--- config.mk ---
export PLATFORM = sky130hd
export DESIGN_NAME = rv_mem_arbiter
export DESIGN_NICKNAME = d
export VERILOG_FILES = /design/src/rtl/rv_mem_arbiter.sv
export SDC_FILE = /design/constraint.sdc
export NUM_CORES = 1
export LEC_CHECK = 0
export CAP_MARGIN = 20
export CORE_AREA = 2 2 121 123
export DETAILED_ROUTE_END_ITERATION = 6
export DIE_AREA = 0 0 123 125
export PLACE_DENSITY = 0.83
export SLEW_MARGIN = 20
export SYNTH_ARGS = -nofsm -noshare
export SYNTH_HDL_FRONTEND = slang
export SYNTH_SLANG_ARGS = --single-unit
--- constraint.sdc ---
create_clock -name clk_i -period 5.5 [get_ports clk_i]
set_clock_uncertainty 0.15 [all_clocks]
set_input_delay 1.1 -clock clk_i [delete_from_list [all_inputs] [get_ports clk_i]]
set_output_delay 1.1 -clock clk_i [all_outputs]
set_load 0.01 [all_outputs]
--- src/rtl/rv_mem_arbiter.sv ---
// rv_mem_arbiter
//   Shares the single-port rv_ram data memory between instruction fetch (m0)
//   and the load/store unit (m1). One command is latched per grant and held on
//   the RAM port until the RAM answers (or the watchdog fires). The response is
//   routed to the owning master. ram_req_o then drops for one GAP cycle so the
//   RAM latency pipeline drains. Ties are broken round-robin.
//
// Ports
//   clk_i, arstn_i            clock (rising edge), asynchronous active-low reset
//   mN_req_i                  request, held with a stable command until mN_gnt_o
//   mN_we_i/be_i/addr_i/wdata_i  command fields
//   mN_gnt_o                  one-cycle pulse: command latched
//   mN_rvalid_o               one-cycle pulse: response for master N
//   mN_rdata_o, mN_err_o      response data / timeout flag, zero unless rvalid
//   ram_req_o .. ram_wdata_o  command towards the RAM (zero outside BUSY)
//   ram_rvalid_i, ram_rdata_i response from the RAM
module rv_mem_arbiter #(
  parameter int XLEN    = 32,
  parameter int TIMEOUT = 16
) (
  input  logic              clk_i,
  input  logic              arstn_i,
  input  logic              m0_req_i,
  input  logic              m0_we_i,
  input  logic [XLEN/8-1:0] m0_be_i,
  input  logic [XLEN-1:0]   m0_addr_i,
  input  logic [XLEN-1:0]   m0_wdata_i,
  output logic              m0_gnt_o,
  output logic              m0_rvalid_o,
  output logic [XLEN-1:0]   m0_rdata_o,
  output logic              m0_err_o,
  input  logic              m1_req_i,
  input  logic              m1_we_i,
  input  logic [XLEN/8-1:0] m1_be_i,
  input  logic [XLEN-1:0]   m1_addr_i,
  input  logic [XLEN-1:0]   m1_wdata_i,
  output logic              m1_gnt_o,
  output logic              m1_rvalid_o,
  output logic [XLEN-1:0]   m1_rdata_o,
  output logic              m1_err_o,
  output logic              ram_req_o,
  output logic              ram_we_o,
  output logic [XLEN/8-1:0] ram_be_o,
  output logic [XLEN-1:0]   ram_addr_o,
  output logic [XLEN-1:0]   ram_wdata_o,
  input  logic              ram_rvalid_i,
  input  logic [XLEN-1:0]   ram_rdata_i
);

  localparam int BW = XLEN / 8;
  localparam int CW = $clog2(TIMEOUT + 1);

  typedef enum logic [1:0] {
    IDLE = 2'd0,
    BUSY = 2'd1,
    GAP  = 2'd2
  } state_t;

  state_t            state_q, state_d;
  logic              last_q, last_d;    // master granted most recently
  logic              owner_q, owner_d;  // master owning the transaction in flight
  logic [CW-1:0]     cnt_q, cnt_d;

  // Latched command doubles as the RAM-side output registers.
  logic              req_q, req_d;
  logic              we_q, we_d;
  logic [BW-1:0]     be_q, be_d;
  logic [XLEN-1:0]   addr_q, addr_d;
  logic [XLEN-1:0]   wdata_q, wdata_d;

  logic              gnt0_q, gnt0_d, gnt1_q, gnt1_d;
  logic              rv0_q, rv0_d, rv1_q, rv1_d;
  logic              err0_q, err0_d, err1_q, err1_d;
  logic [XLEN-1:0]   rd0_q, rd0_d, rd1_q, rd1_d;

  logic              sel;

  always_ff @(posedge clk_i or negedge arstn_i) begin
    if (!arstn_i) begin
      state_q <= IDLE;
      last_q  <= 1'b1;
      owner_q <= 1'b0;
      cnt_q   <= '0;
      req_q   <= 1'b0;
      we_q    <= 1'b0;
      be_q    <= '0;
      addr_q  <= '0;
      wdata_q <= '0;
      gnt0_q  <= 1'b0;
      gnt1_q  <= 1'b0;
      rv0_q   <= 1'b0;
      rv1_q   <= 1'b0;
      err0_q  <= 1'b0;
      err1_q  <= 1'b0;
      rd0_q   <= '0;
      rd1_q   <= '0;
    end else begin
      state_q <= state_d;
      last_q  <= last_d;
      owner_q <= owner_d;
      cnt_q   <= cnt_d;
      req_q   <= req_d;
      we_q    <= we_d;
      be_q    <= be_d;
      addr_q  <= addr_d;
      wdata_q <= wdata_d;
      gnt0_q  <= gnt0_d;
      gnt1_q  <= gnt1_d;
      rv0_q   <= rv0_d;
      rv1_q   <= rv1_d;
      err0_q  <= err0_d;
      err1_q  <= err1_d;
      rd0_q   <= rd0_d;
      rd1_q   <= rd1_d;
    end
  end

  always_comb begin
    state_d = state_q;
    last_d  = last_q;
    owner_d = owner_q;
    cnt_d   = cnt_q;
    req_d   = req_q;
    we_d    = we_q;
    be_d    = be_q;
    addr_d  = addr_q;
    wdata_d = wdata_q;
    gnt0_d  = 1'b0;
    gnt1_d  = 1'b0;
    rv0_d   = 1'b0;
    rv1_d   = 1'b0;
    err0_d  = 1'b0;
    err1_d  = 1'b0;
    rd0_d   = '0;
    rd1_d   = '0;
    // On a tie the master that did not win last time gets the slot.
    sel     = (m0_req_i && m1_req_i) ? ~last_q : m1_req_i;

    unique case (state_q)
      IDLE: begin
        req_d = 1'b0;
        if (m0_req_i || m1_req_i) begin
          owner_d = sel;
          last_d  = sel;
          cnt_d   = '0;
          req_d   = 1'b1;
          state_d = BUSY;
          if (sel) begin
            gnt1_d  = 1'b1;
            we_d    = m1_we_i;
            be_d    = m1_be_i;
            addr_d  = m1_addr_i;
            wdata_d = m1_wdata_i;
          end else begin
            gnt0_d  = 1'b1;
            we_d    = m0_we_i;
            be_d    = m0_be_i;
            addr_d  = m0_addr_i;
            wdata_d = m0_wdata_i;
          end
        end
      end
      BUSY: begin
        if (ram_rvalid_i || (cnt_q == CW'(TIMEOUT - 1))) begin
          // Response (real or forced by the watchdog) goes to the owner only.
          if (owner_q) begin
            rv1_d  = 1'b1;
            err1_d = ~ram_rvalid_i;
            rd1_d  = ram_rvalid_i ? ram_rdata_i : '0;
          end else begin
            rv0_d  = 1'b1;
            err0_d = ~ram_rvalid_i;
            rd0_d  = ram_rvalid_i ? ram_rdata_i : '0;
          end
          req_d   = 1'b0;
          we_d    = 1'b0;
          be_d    = '0;
          addr_d  = '0;
          wdata_d = '0;
          state_d = GAP;
        end else begin
          cnt_d = cnt_q + 1'b1;
        end
      end
      GAP: begin
        // The RAM may emit one stale rvalid here; it is deliberately ignored.
        req_d   = 1'b0;
        state_d = IDLE;
      end
      default: begin
        req_d   = 1'b0;
        state_d = IDLE;
      end
    endcase
  end

  assign m0_gnt_o    = gnt0_q;
  assign m1_gnt_o    = gnt1_q;
  assign m0_rvalid_o = rv0_q;
  assign m1_rvalid_o = rv1_q;
  assign m0_err_o    = err0_q;
  assign m1_err_o    = err1_q;
  assign m0_rdata_o  = rd0_q;
  assign m1_rdata_o  = rd1_q;
  assign ram_req_o   = req_q;
  assign ram_we_o    = we_q;
  assign ram_be_o    = be_q;
  assign ram_addr_o  = addr_q;
  assign ram_wdata_o = wdata_q;

endmodule

### Word-level counts from Yosys, hierarchy flattened

Index checks and enable logic that the tools add are counted.

| word-level totals | value |
|---|---|
| word-level logic and storage cells | 83 |
| bits of input ports | 175 |
| output and inout port bits | 140 |
| register bits | 149 |

| cells by class | value |
|---|---|
| eq/ne operators | 5 |
| add/sub/neg operators | 1 |
| muxes and demuxes | 49 |
| bitwise operators | 2 |
| reductions and logical operators | 9 |

Operators by type and width:

| operator | number |
|---|---|
| $mux 32 | 12 |
| $pmux 32 s2 | 2 |
| $mux 1 | 23 |
| $mux 4 | 3 |
| $mux 5 | 2 |
| $pmux 5 s2 | 1 |
| $pmux 4 s2 | 1 |
| $ne 2x2->1 const B | 3 |
| $reduce_and 3->1 | 2 |
| $add 5x1->5 const B | 1 |
| $eq 5x4->1 const B | 1 |
| $mux 2 | 2 |
| $pmux 1 s2 | 2 |
| $pmux 2 s2 | 1 |
| $reduce_and 2->1 | 2 |
| $eq 2x1->1 const B | 1 |
| $logic_not 2->1 | 1 |
| $logic_or 1x1->1 | 2 |
| $not 1->1 | 2 |
| $reduce_bool 2->1 | 1 |
| $logic_and 1x1->1 | 1 |

### Longest topological paths before layout

Gate-level depths: netlist of run 1.

| depth | value |
|---|---|
| depth in word-level cells | 5 |
| gate-level depth with buffers | 9 |
| mapped depth without buffers | 6 |

### Worst setup path after synthesis of run 1

Ideal clock, no wire load.

| timing | value |
|---|---|
| path type | input to register |
| start point | input port ram_rvalid_i |
| end point | register cnt_q[3] |
| arrival | 2328 ps |
| stages | 5 |
| buffers on the path | 2 |
| required time | 5273 ps |
| setup time | 77 ps |
| slack | 2944 ps |
| cell sequence | buf_2 or4b_1 buf_2 or3_1 a21oi_1 |

| on the way | value |
|---|---|
| longest elaborated chain between the ends | 3 |

RTL lines:

| what | RTL line | text |
|---|---|---|
| from (decl) | 46 | `input logic ram_rvalid_i,` |
| $logic_or 1x1->1 | 164 | `if (ram_rvalid_i \|\| (cnt_q == CW'(TIMEOUT - 1))) begin` |
| $ne 2x2->1 (no line) | -- |  |
| $reduce_and 3->1 (no line) | -- |  |
| to (signal assigned) | 101 | `cnt_q <= cnt_d;` |
| to (decl) | 62 | `logic [CW-1:0] cnt_q, cnt_d;` |

No other way between the ends.
A chain may end at the register's enable or synchronous reset.

### Worst setup path after layout of run 1

| timing | value |
|---|---|
| start point | input port ram_rvalid_i |
| end point | register wdata_q[29], in the netlist ram_wdata_o[29] |

| on the way | value |
|---|---|
| longest elaborated chain between the ends | 3 |

RTL lines:

| what | RTL line | text |
|---|---|---|
| $logic_or 1x1->1 | 164 |  |
| $ne 2x2->1 (no line) | -- |  |
| $reduce_and 3->1 (no line) | -- |  |
| to (signal assigned) | 106 | `wdata_q <= wdata_d;` |
| to (decl) | 69 | `logic [XLEN-1:0] wdata_q, wdata_d;` |

No other way between the ends.

==> results.txt, run 1 <==
For the post-cts sizing count, the log shows 0. Kind of capture point of the worst setup path: a flip-flop. Per report_power, the combinational group accounts for 38.1% of the total. The total number of placement rows was 44; the layout overhead on the synthesized area was 66.77%. The number of standard cells in the final layout excluding fillers was 962. Entering global routing, the biggest net connects 117 pins.

The overall die width came out at 123 um. For this design, the sink count on the clock tree is 149. By startpoint and endpoint, the worst setup path is classified as in2reg. The post-detailed-route wirelength per cell is 17.99 um, and the total grt overflow is 0.

The via count of the first global-routing pass was 5191. The number of antenna violations at the first check in global routing is 0, and the area of the core is 14200 um^2. The most instantiated flip-flop cell in the synthesis netlist is dfrtp_1. Clock tree root buffer cell: clkbuf_16. The run gives 1.756 mm as the detailed route wirelength on metal3. The CTS H-tree depth is 4, and the measured slew at the worst slew-check pin is 0.9524 ns.

The library cell occupying the most area in the post-synthesis netlist was dfrtp_1. In this run the worst hold path is classified as reg2reg. Setup repair after global routing left no endpoint under its margin.

For this design the ratio of total power to cell area is 460.9 nW/um^2. Summing all multi-input logic gate instances after layout gives 1923 um^2. Cells with a size suffix above 1 make up 5.527% of the layout. The logs give 22.38% for the overall fraction of global-route tracks in use and 0 for the count of maximum capacitance violations. The number of buffer cells added on primary ports is 314, and the layout filler cell count is 994. The clock passes through at most 2 buffers. After synthesis the netlist holds a flip-flop and latch count of 149. The worst pin sits at a relative slew slack of 36.51%. Cell with the largest stage delay on the worst path: a211o_2.

The worst vdd rail ir drop came out at 254.9 uV. The clock period could shrink to 3.262 ns. Summed over all cells, the static leakage comes to 4.160 nW. The tools report the max-slew violation total from the final report as 0. The analysis attributes to net switching a power of 0.001456 W. In this run, post-CTS hold repair placed 0 buffers. Data on the critical path is required at its endpoint by 5.67 ns.

The detailed router placed 4862 vias in this run. In the final design database the tool counted 942 nets. The area of the mapped netlist is 5802 um^2, and the mean cell area of the mapped netlist is 12.53 um^2.

The count of nets left with antenna violations after detail routing was 0. The run finished with clean final reports. The family with the most delay on the worst path was buffers and inverters.

After clock tree synthesis, the clock-pin slew on the worst setup and hold paths is 0.06 ns. The initial utilization of the core area, before any placement, comes to 40.85%. The largest incremental delay on the critical path is 0.81 ns.

Clock insertion delay at the later pin of the skew report: 0.41 ns. The worst setup path is launched from a primary input. Sorting the synthesized cells by area gives the leading types as dfrtp_1 64%, mux2i_1 12%, o2bb2ai_1 10%, nor2_1 4.7%, nand2_1 2.3%.

The top cell types in the final layout, fill and taps aside, are 313 x clkdlybuf4s50_1, 148 x dfrtp_1, 72 x nor2_1. Of the total power, the share spent switching nets is 32.65%. Buffers inserted during clock tree synthesis total 17.

The final hold violation count came out at 0. The count of flip-flops with a built-in enable after synthesis is 0. The die footprint came out at 15380 um^2. The number of setup buffers added after CTS is 0. The logs give 12.40 mm for the post-detailed-placement half-perimeter wirelength and 8.681 mm for the sum of met2 wire segment lengths after detailed routing. Counting both buffers and inverters, the worst setup path holds a total of 3.

315 I/O pins were placed. The proportion of register bits with asynchronous set or reset after synthesis came out at 100.0%. The top cell type by area accounts for 63.83% of the synthesized area. The area used by sequential logic in the layout came out at 3730 um^2. TritonCTS built the clock tree. The first global-routing pass estimated 26.45 mm of wire. The worst path uses 59.30% of the clock period. The cell count after synthesis came out at 463. After detailed routing, the number of vias per cell comes to 5.054. The remaining design rule violation count is 0, and the arrival time reported for the critical path endpoint is 3.43 ns. The repair_antennas step left the layout with diodes totalling 0. Counting tap cells, the placed design contains a total of 930 instances. The logs give 25.1% for the clock group share of total power and 0.7634 for the final weighted congestion of routability-driven global placement.

The tools report the post-route met1 wirelength as 6.397 mm. The leading cell type in the layout, fill and taps excluded was clkdlybuf4s50_1. Setup violations remaining at the end of the flow were counted as 0. In this run, distinct cell masters in the synthesized netlist total 31. The cell seen most often among critical-path stages was buf_4.

The part of the power in registers came out at 36.8%. Based on the critical path, the design can be clocked at up to 306.6 MHz. The internal power contribution was 0.003004 W. Summed over all layers, the routed wires come to 17.31 mm. Of all nets on the critical path, the largest fanout is 51.

The die is 125 um tall. For the final routed database, the setup TNS stands at 0 ns. Routed signal wires occupy layers up through met4. The first TritonRoute pass finished after 4 iterations.

The logs give 231 for the number of DRC markers after the initial detailed-route iteration and 0.004460 W for the post-route total power. The critical path goes through clkdlybuf4s50_1 > buf_4 > nor2_1 > a211o_2 > buf_4 > o2bb2ai_1. The total nets after synthesis is 640.

The logs give 0 for the count of synthesis-stage warnings from yosys and 64.29% for the post-synthesis sequential area ratio.
## layer usage
metal	vias to the layer above	GRT usage, %
met5	-	0
li1	2234	-
met2	235	38.77
met4	0	9.158
met1	2357	24.34
met3	36	8.531
## power by group through the flow
stage,sequential (W),combinational (W),clock (W)
2_1_floorplan,0.00178,0.000580,0
3_3_place_gp,0.00164,0.00166,0
3_5_place_dp,0.00165,0.00172,0
4_1_cts,0.00164,0.00172,0.00114
5_1_grt,0.00168,0.00181,0.00119
6_report,0.00164,0.00170,0.00112
## cell families (layout without fill, tap and decap cells)
| group | Yosys count | in the layout | synth area share, % |
|---|---|---|---|
| AO/OA/AOI/OAI | 82 | 82 | 11.77 |
| adder cells (fa/ha/maj) | 2 | 2 | 0.4312 |
| buffers and inverters | 40 | 355 | 2.976 |
| flip-flops | 149 | 149 | 64.29 |
| multiplexers | 70 | 70 | 12.08 |
| AND/OR/NAND/NOR | 120 | 120 | 8.454 |
## flip-flops by register name, indices dropped and copies added, names as in the netlist, 2 cells and up
signal	cells
cnt_q	5
m0_rdata_o	32
m1_rdata_o	32
ram_addr_o	32
ram_be_o	4
ram_wdata_o	32
state_q	2
## worst reg2reg max path: stages (launching register included)
cell and delay (ns):
dfrtp_1 0.41, ha_1 0.22, and3_1 0.19, ha_1 0.23, nor2_1 0.25, a211o_2 0.81, buf_4 0.42, o2bb2ai_1 0.16
## cell type report
class,count,share of cell area (%)
clock inverters,12,1.241
repair buffers,320,33.12
multi-input cells,274,19.88
flip-flops and latches,149,38.55
clock buffers,20,4.720
inverters,3,0.1164
well taps,184,2.379
## per-stage QoR
stage / setup slack (ns) / hold WS (ns) / instance area (um^2) / utilization (%)
after floorplan: 2.944 / 0.3144 / 5802 / -
after global placement: 1.983 / 0.3118 / 9096 / 64.04
after detailed placement: 1.830 / 0.3227 / 9096 / 64.04
after CTS: 2.246 / 0.3406 / 9673 / 68.10
after global routing: 2.109 / 0.3458 / 9676 / 68.12
final: 2.238 / 0.3358 / 9676 / 68.12
## cell usage after synthesis (2+ instances only)
| master | number |
|---|---|
| or3_1 | 2 |
| nand2_1 | 35 |
| ha_1 | 2 |
| clkbuf_1 | 24 |
| o21ai_0 | 3 |
| buf_2 | 12 |
| inv_1 | 3 |
| o2bb2ai_1 | 69 |
| nor2_1 | 72 |
| a21oi_1 | 3 |
| nor3_1 | 2 |
| dfrtp_1 | 148 |
| mux2i_1 | 70 |
## final timing paths
check	from	end	slack (ns)	depth (start not counted)
worst max-delay path	ram_rvalid_i	ram_wdata_o[29]	2.24	6
worst min-delay path	ram_wdata_o[15]	ram_wdata_o[15]	0.34	1
worst max register to register	cnt_q[0]	ram_wdata_o[29]	2.57	7
min in group asynchronous	arstn_i	m0_rdata_o[31]	0.64	1
worst min register to register	ram_wdata_o[15]	ram_wdata_o[15]	0.34	1
max in group asynchronous	arstn_i	m1_rdata_o[16]	3.52	2
(Power assumes the default switching activity.)
==> inputs of run 2 (changes only) <==
--- a/config.mk
+++ b/config.mk
@@ -6,10 +6,9 @@
 export NUM_CORES = 1
 export LEC_CHECK = 0
 export CAP_MARGIN = 20
-export CORE_AREA = 2 2 121 123
+export CORE_UTILIZATION = 35
 export DETAILED_ROUTE_END_ITERATION = 6
-export DIE_AREA = 0 0 123 125
-export PLACE_DENSITY = 0.83
+export PLACE_DENSITY = 0.74
 export SLEW_MARGIN = 20
 export SYNTH_ARGS = -nofsm -noshare
 export SYNTH_HDL_FRONTEND = slang
==> constraint.sdc (replaced) <==
create_clock -name clk_i -period 2.75 [get_ports clk_i]
set_clock_uncertainty 0.15 [all_clocks]
set_input_delay 0.55 -clock clk_i [delete_from_list [all_inputs] [get_ports clk_i]]
set_output_delay 0.55 -clock clk_i [all_outputs]
set_load 0.01 [all_outputs]
==> run 2 against run 1 <==
Count of clock-buffer cells in the layout down 3. Utilization fell by 7.1 points. Sequential share of layout area down 0.51 points. Non-clock buffer count up 4. Final area rose by 1.3%. Critical path type is now reg2reg. Flip-flop and latch count did not move.
==> results.txt, run 2 (synthesis results as in run 1) <==
Total area of multi-input combinational cells: 1923 um^2 (unchanged). For the max-slew violation total from the final report, the log shows 0 (unchanged). The leading cell type in the layout, fill and taps excluded is clkdlybuf4s50_1 (unchanged).

Number of buffer cells added on primary ports: 314 (unchanged). The starting density of the core is 36.13% (was 40.85%). The count of nets left with antenna violations after detail routing is 0 (unchanged). Clock tree root buffer cell: clkbuf_16 (unchanged). Startpoint of the worst hold path: ram_req_o (was ram_wdata_o[15]). The run gives 416.6 MHz as the highest achievable clock rate. The flow ran to the end, and the final reports show no timing, DRC or antenna violations. The logs give 0 (unchanged) for the remaining design rule violation count and 97 (was 117) for the largest net degree at the start of global routing.

The count of clock tree sinks was 149 (unchanged). The fraction of power consumed by combinational cells came out at 38.5% (was 38.1%). The tools report the overall fraction of global-route tracks in use as 19.97% (was 22.38%). The count of endpoints failing setup in the final report is 0 (unchanged). For the number of buffers added for setup after CTS, the log shows 0 (unchanged). Terminus of the critical flop-to-flop path: cnt_q[3] (was ram_wdata_o[29]). The fraction of final layout cells with drive strength greater than 1 is 6.010% (was 5.527%).

Setup repair after global routing left no endpoint under its margin. The logs give 4775 (was 4862) for the total vias in the final route and 25.4% (was 25.1%) for the clock group share of total power. Layout filler cell count: 1231 (was 994). The core occupancy in the finished layout is 61.06% (was 68.12%), and the layout overhead on the synthesized area is 69.01% (was 66.77%). The post-detailed-placement half-perimeter wirelength was 12.43 mm (was 12.40 mm).

Type of the setup path with the least slack: reg2reg (was in2reg). The count of maximum capacitance violations was 0 (unchanged); the part of the cycle the worst path needs was 87.29%. The total number of placement rows was 46 (was 44). The tools report the part of the power in registers as 36.2% (was 36.8%). The worst setup slack for register-to-register paths was 0.35 ns (was 2.57 ns).

The run gives 17.24 mm (was 17.31 mm) as the total wire length after detailed routing. The type of the worst min-delay path was reg2reg (unchanged). The final weighted congestion of routability-driven global placement came out at 0.7818 (was 0.7634). Most frequent cells in the layout: 313 x clkdlybuf4s50_1, 148 x dfrtp_1, 72 x nor2_1 (unchanged). The run gives 4.202 nW (was 4.160 nW) as the static leakage power.

The depth of the worst register-to-register path was 6 (was 7). The total clock buffers created by CTS is 17 (unchanged), and the die footprint is 17100 um^2 (was 15380 um^2). Kind of capture point of the worst setup path: a flip-flop (unchanged).

Power per standard cell area: 919.5 nW/um^2 (was 460.9 nW/um^2). Slack of the critical path: 0.3496 ns (was 2.238 ns). Cell depth of the worst hold path: 2 (was 1). For the number of I/O pins, the log shows 315 (unchanged).

Family with the most delay on the worst path: simple AND/OR/NAND/NOR gates (was buffers and inverters). The tools report the CTS H-tree depth as 4 (unchanged). The run gives 0.41 ns (about the same) as the clock insertion delay at the later pin of the skew report. The post-cts sizing count was 0 (unchanged); the worst vdd rail ir drop was 464.1 uV (was 254.9 uV). Destination of the worst hold path: ram_req_o (was ram_wdata_o[15]).

For the global-route wire length before repair, the log shows 25.47 mm (was 26.45 mm). Post-detailed-route wirelength per cell: 17.26 um (was 17.99 um). The clock transition time at the flip-flop clock pins of the worst setup and hold paths is 0.06 ns (about the same). The via count of the first global-routing pass was 5005 (was 5191); the overall die width was 130.8 um (was 123 um). Net switching power: 0.002989 W (was 0.001456 W). The run gives 946 (was 942) as the total number of nets in the final design. After layout, the minimum clock period comes to 2.400 ns. The final hold violation count was 0 (unchanged); the total grt overflow was 0 (unchanged).

Aggregate negative setup slack: 0 ns (unchanged). The setup slack after placement is 0.3442 ns (was 1.830 ns). The startpoint of the lowest-slack register-to-register path was cnt_q[0] (unchanged).

The number of buffer and inverter instances along the worst setup path was 0 (was 3); the worst endpoint required time was 2.94 ns (was 5.67 ns). The run gives 2.59 ns (was 3.43 ns) as the arrival time reported for the critical path endpoint. The cell with the largest stage delay on the worst path was or4b_1 (was a211o_2). The logs give 0.009016 W (was 0.004460 W) for the post-route total power and 211 (was 231) for the number of DRC markers after the initial detailed-route iteration. The tools report the area of the core as 16060 um^2 (was 14200 um^2). The measured slew at the worst slew-check pin is 0.7733 ns (was 0.9524 ns), and the largest incremental delay on the critical path is 0.59 ns (was 0.81 ns). The tools report the count of TritonRoute iterations in the first routing pass as 4 (unchanged). The number of antenna violations at the first check in global routing was 1 (was 0).

TritonCTS built the clock tree. The maximum fanout count along the critical path was 7 (was 51). Cell-by-cell trace of the critical path: ha_1 > and3_1 > ha_1 > or4b_1 > or3_1 > a21oi_1 (was clkdlybuf4s50_1 > buf_4 > nor2_1 > a211o_2 > buf_4 > o2bb2ai_1). The area used by sequential logic in the layout is 3730 um^2 (unchanged). Height of the die: 130.8 um (was 125 um). The number of vias per cell after detailed routing came out at 4.780 (was 5.054). The largest buffer count on any clock path came out at 2 (unchanged). The startpoint type of the worst setup path was a flip-flop (was a primary input). The tools report the headroom to the max-slew limit as 48.45% (was 36.51%). The hold buffer count at CTS is 1 (was 0). The cell seen most often among critical-path stages is ha_1 (was buf_4).

The internal power contribution is 0.006027 W (was 0.003004 W), and the proportion of total power due to net switching is 33.15% (was 32.65%).
-- run 2: changes by cell type in the layout (fill, tap and decap cells not counted), sizes merged --
| cell | change |
|---|---|
| buf | +4 |
| clkbuf | -4 |
| inv | +6 |
| dlygate4sd3 | +1 |
| diode | +1 |
| clkinv | -3 |
-- run 2: power by group through the flow --
stage	Combinational, W	Sequential (W)	Clock [W]
finish	0.00347	0.00326	0.00229
global route	0.00371	0.00335	0.00244
CTS	0.00352	0.00326	0.00234
detailed placement	0.00350	0.00330	0
global placement	0.00341	0.00327	0
floorplan	0.00116	0.00356	0
-- run 2: area by class of cell --
cell class,count,share of cell area (%)
Clock inverter,15,1.621
Tap cell,216,2.756
Sequential cell,149,38.04
Antenna cell,1,0.02552
Multi-Input combinational cell,274,19.61
Inverter,3,0.1148
Timing Repair Buffer,324,33.49
Clock buffer,17,4.338
-- run 2: how the worst max path moves through the flow --
stage / from / to / slack [ns] / cells after the start
global placement: ram_rvalid_i / cnt_q[3] / 0.38 / 4
detailed placement: ram_rvalid_i / cnt_q[3] / 0.34 / 4
finish: cnt_q[0] / cnt_q[3] / 0.35 / 6
global route: cnt_q[0] / cnt_q[3] / 0.22 / 6
floorplan: cnt_q[0] / cnt_q[3] / 0.50 / 7
CTS: cnt_q[0] / cnt_q[3] / 0.34 / 6
-- run 2: worst reg2reg max path: stages (launching register included) --
cell     delay (ns)
dfrtp_1        0.41
ha_1           0.23
and3_1         0.19
ha_1           0.22
or4b_1         0.59
or3_1          0.39
a21oi_1        0.15
-- run 2: per-stage QoR --
step | cell area (um^2) | hold slack, ns | cells
3_3_place_gp | 9209 | 0.3171 | 965
5_1_grt | 9803 | 0.3521 | 998
6_report | 9806 | 0.3310 | 999
4_1_cts | 9803 | 0.3373 | 998
2_1_floorplan | 5802 | 0.1044 | 463
3_5_place_dp | 9209 | 0.3213 | 965
-- run 2: layer usage --
| layer | track usage [%] | vias to the layer above | share of wire (%) | wire [um] |
|---|---|---|---|---|
| met3 | 9.080 | 30 | 11 | 1861 |
| met5 | 0 | - | 0 | 0 |
| met1 | 19.89 | 2279 | 36 | 6218 |
| met2 | 35.98 | 221 | 51 | 8789 |
| li1 | - | 2245 | - | - |
| met4 | 8.046 | 0 | 2.1 | 369 |
==> inputs of run 3 (changes only) <==
--- a/config.mk
+++ b/config.mk
@@ -6,6 +6,7 @@
 export NUM_CORES = 1
 export LEC_CHECK = 0
 export CAP_MARGIN = 20
+export CORE_MARGIN = 10
 export CORE_UTILIZATION = 35
 export DETAILED_ROUTE_END_ITERATION = 6
 export PLACE_DENSITY = 0.74
==> run 3 against run 2 <==
Worst hold slack improved by 0.0058 ns. Setup slack gained 0.0040 ns. Final area about the same. Critical path depth unchanged. Global-route usage shrank 2.0 points. Clock power fell by 5%. Largest power group unchanged. Count of clock-buffer cells in the layout rose by 1. First-iteration DRC count is 11% lower. Critical endpoint unchanged. Flip-flop and latch count did not move. Via count grew 0.27%. Wire length rose by 18%.
==> results.txt, run 3 (synthesis results as in run 1) <==
The logs give 0 (unchanged) for the max-slew violation total from the final report and 972 (was 965) for the placed cell count. TritonCTS built the clock tree. The number of buffers added for setup after CTS is 0 (unchanged), and the via count of the first global-routing pass is 5403 (was 5005). The antenna diode count was 0 (was 1); the worst vdd rail ir drop was 470.3 uV (was 464.1 uV).

The type of the worst min-delay path is reg2reg (unchanged). The CTS H-tree depth was 4 (unchanged); the global-route wire length before repair was 30.98 mm (was 25.47 mm). Setup repair after global routing left no endpoint under its margin. The overall die width is 148.8 um (was 130.8 um). The total number of placement rows was 47 (was 46); the count of nets left with antenna violations after detail routing was 0 (unchanged).

The height of the die came out at 148.8 um (was 130.8 um). Kind of capture point of the worst setup path: a flip-flop (unchanged). The number of vias per cell after detailed routing came out at 4.764 (was 4.780). The worst endpoint required time was 2.93 ns (was 2.94 ns).

The clock insertion delay at the later pin of the skew report was 0.41 ns (about the same). The clock transition time at the flip-flop clock pins of the worst setup and hold paths is 0.06 ns (about the same), and the core occupancy in the finished layout is 59.73% (was 61.06%). The tools report the area of the core as 16410 um^2 (was 16060 um^2). The part of the cycle the worst path needs was 87.14% (was 87.29%). The power per standard cell area works out to 915.0 nW/um^2 (was 919.5 nW/um^2). For the static leakage power, the log shows 4.196 nW (was 4.202 nW).

The met2 track utilization from global routing is 30.50% (was 35.98%), and the final weighted congestion of routability-driven global placement is 0.8202 (was 0.7818). The total wire length after detailed routing came out at 20.26 mm (was 17.24 mm). The layout overhead on the synthesized area works out to 68.92% (was 69.01%).

The logs give 187 (was 211) for the number of DRC markers after the initial detailed-route iteration and 2 (unchanged) for the largest buffer count on any clock path. The arrival time reported for the critical path endpoint is 2.58 ns (was 2.59 ns). The type of the setup path with the least slack was reg2reg (unchanged). Post-detailed-route wirelength per cell: 20.16 um (was 17.26 um).

The run finished with clean final reports. Total clock buffers created by CTS: 17 (unchanged). The time the final worst path needs with I/O delays and setup was 2.396 ns (was 2.400 ns); the measured slew at the worst slew-check pin was 0.7653 ns (was 0.7733 ns).

Remaining design rule violation count: 0 (unchanged). The number of standard cells in the final layout excluding fillers is 1005 (was 999), and the total grt overflow is 0 (unchanged). Largest net degree at the start of global routing: 70 (was 97).

Number of buffer cells added on primary ports: 314 (unchanged). The maximum fanout count along the critical path came out at 7 (unchanged). The aggregate negative setup slack was 0 ns (unchanged); the layout filler cell count was 1307 (was 1231). Count of clock tree sinks: 149 (unchanged).

Most frequent cells in the layout: 313 x clkdlybuf4s50_1, 148 x dfrtp_1, 72 x nor2_1 (unchanged). The highest-utilization routing layer at the global route stage was met2 (unchanged). The startpoint type of the worst setup path was a flip-flop (unchanged). The total vias in the final route is 4788 (was 4775). The run gives 19.70% (was 19.89%) as the met1 capacity usage during global routing.

The tools report the number of I/O pins as 315 (unchanged). The global-route met3 utilization came out at 8.495% (was 9.080%). The tools report the count of endpoints failing setup in the final report as 0 (unchanged).

The tools report the overall fraction of global-route tracks in use as 18.01% (was 19.97%). Clock tree root buffer cell: clkbuf_16 (unchanged). The number of antenna violations at the first check in global routing is 0 (was 1). The logs give 949 (was 946) for the total number of nets in the final design and 48.98% (was 48.45%) for the headroom to the max-slew limit. Final hold violation count: 0 (unchanged). Die footprint: 22130 um^2 (was 17100 um^2). The fraction of final layout cells with drive strength greater than 1 was 6.369% (was 6.010%). The leading cell type in the layout, fill and taps excluded is clkdlybuf4s50_1 (unchanged).

Count of maximum capacitance violations: 0 (unchanged). The logs give 15.56 mm (was 12.43 mm) for the post-detailed-placement half-perimeter wirelength and 35.36% (was 36.13%) for the starting density of the core. The highest achievable clock rate was 417.3 MHz (was 416.6 MHz); the count of TritonRoute iterations in the first routing pass was 4 (unchanged).
run 3: worst max-delay path: stages (launching register included):
cell     delay [ns]
dfrtp_1        0.41
ha_1           0.22
and3_1         0.18
ha_1           0.22
or4b_1         0.60
or3_1          0.39
a21oi_1        0.15
run 3: final timing paths:
kind	start	end	slack (ns)	depth (start not counted)
worst max register to register	cnt_q[0]	cnt_q[3]	0.35	6
max in group asynchronous	arstn_i	m0_rdata_o[16]	1.10	3
min in group asynchronous	arstn_i	m0_rdata_o[29]	0.51	2
worst max-delay path	cnt_q[0]	cnt_q[3]	0.35	6
worst min-delay path	ram_be_o[2]	ram_be_o[2]	0.34	1
worst min register to register	ram_be_o[2]	ram_be_o[2]	0.34	1
run 3: metal layers:
metal	share of wire, %	vias up	wire length (um)
li1	-	2237	-
met2	50	198	10220
met1	38	2337	7672
met5	0	-	0
met4	1.2	0	243
met3	10	16	2119
run 3: what timing repair did:
action,CTS,global route
gates resized for setup,0,0
hold buffers,1,0
hold endpoints to repair,59,0
run 3: metrics by stage:
stage	setup WS [ns]	instance area, um^2	total power [W]	hold WS [ns]
2_1_floorplan	0.5029	5802	0.004720	0.1044
3_3_place_gp	0.3593	9236	0.006791	0.3164
3_5_place_dp	0.2593	9236	0.006881	0.3227
4_1_cts	0.3422	9801	0.009078	0.3414
5_1_grt	0.2325	9801	0.009455	0.3481
6_report	0.3536	9801	0.008968	0.3368
run 3: layout make-up:
class                   instances  area, um^2  share of cell area (%)
clock buffers                  18       439.2                   4.481
clock inverters                14       115.1                   1.175
inverters                       3       11.26                  0.1149
multi-input cells             274        1923                   19.62
flip-flops and latches        149        3730                   38.06
well taps                     220       275.3                   2.809
repair buffers                327        3307                   33.74
run 3: where the power goes:
group	total, W	switching (W)	internal (W)
clock	0.00217	0.000970	0.00120
combinational	0.00353	0.00166	0.00187
sequential	0.00327	0.000383	0.00289
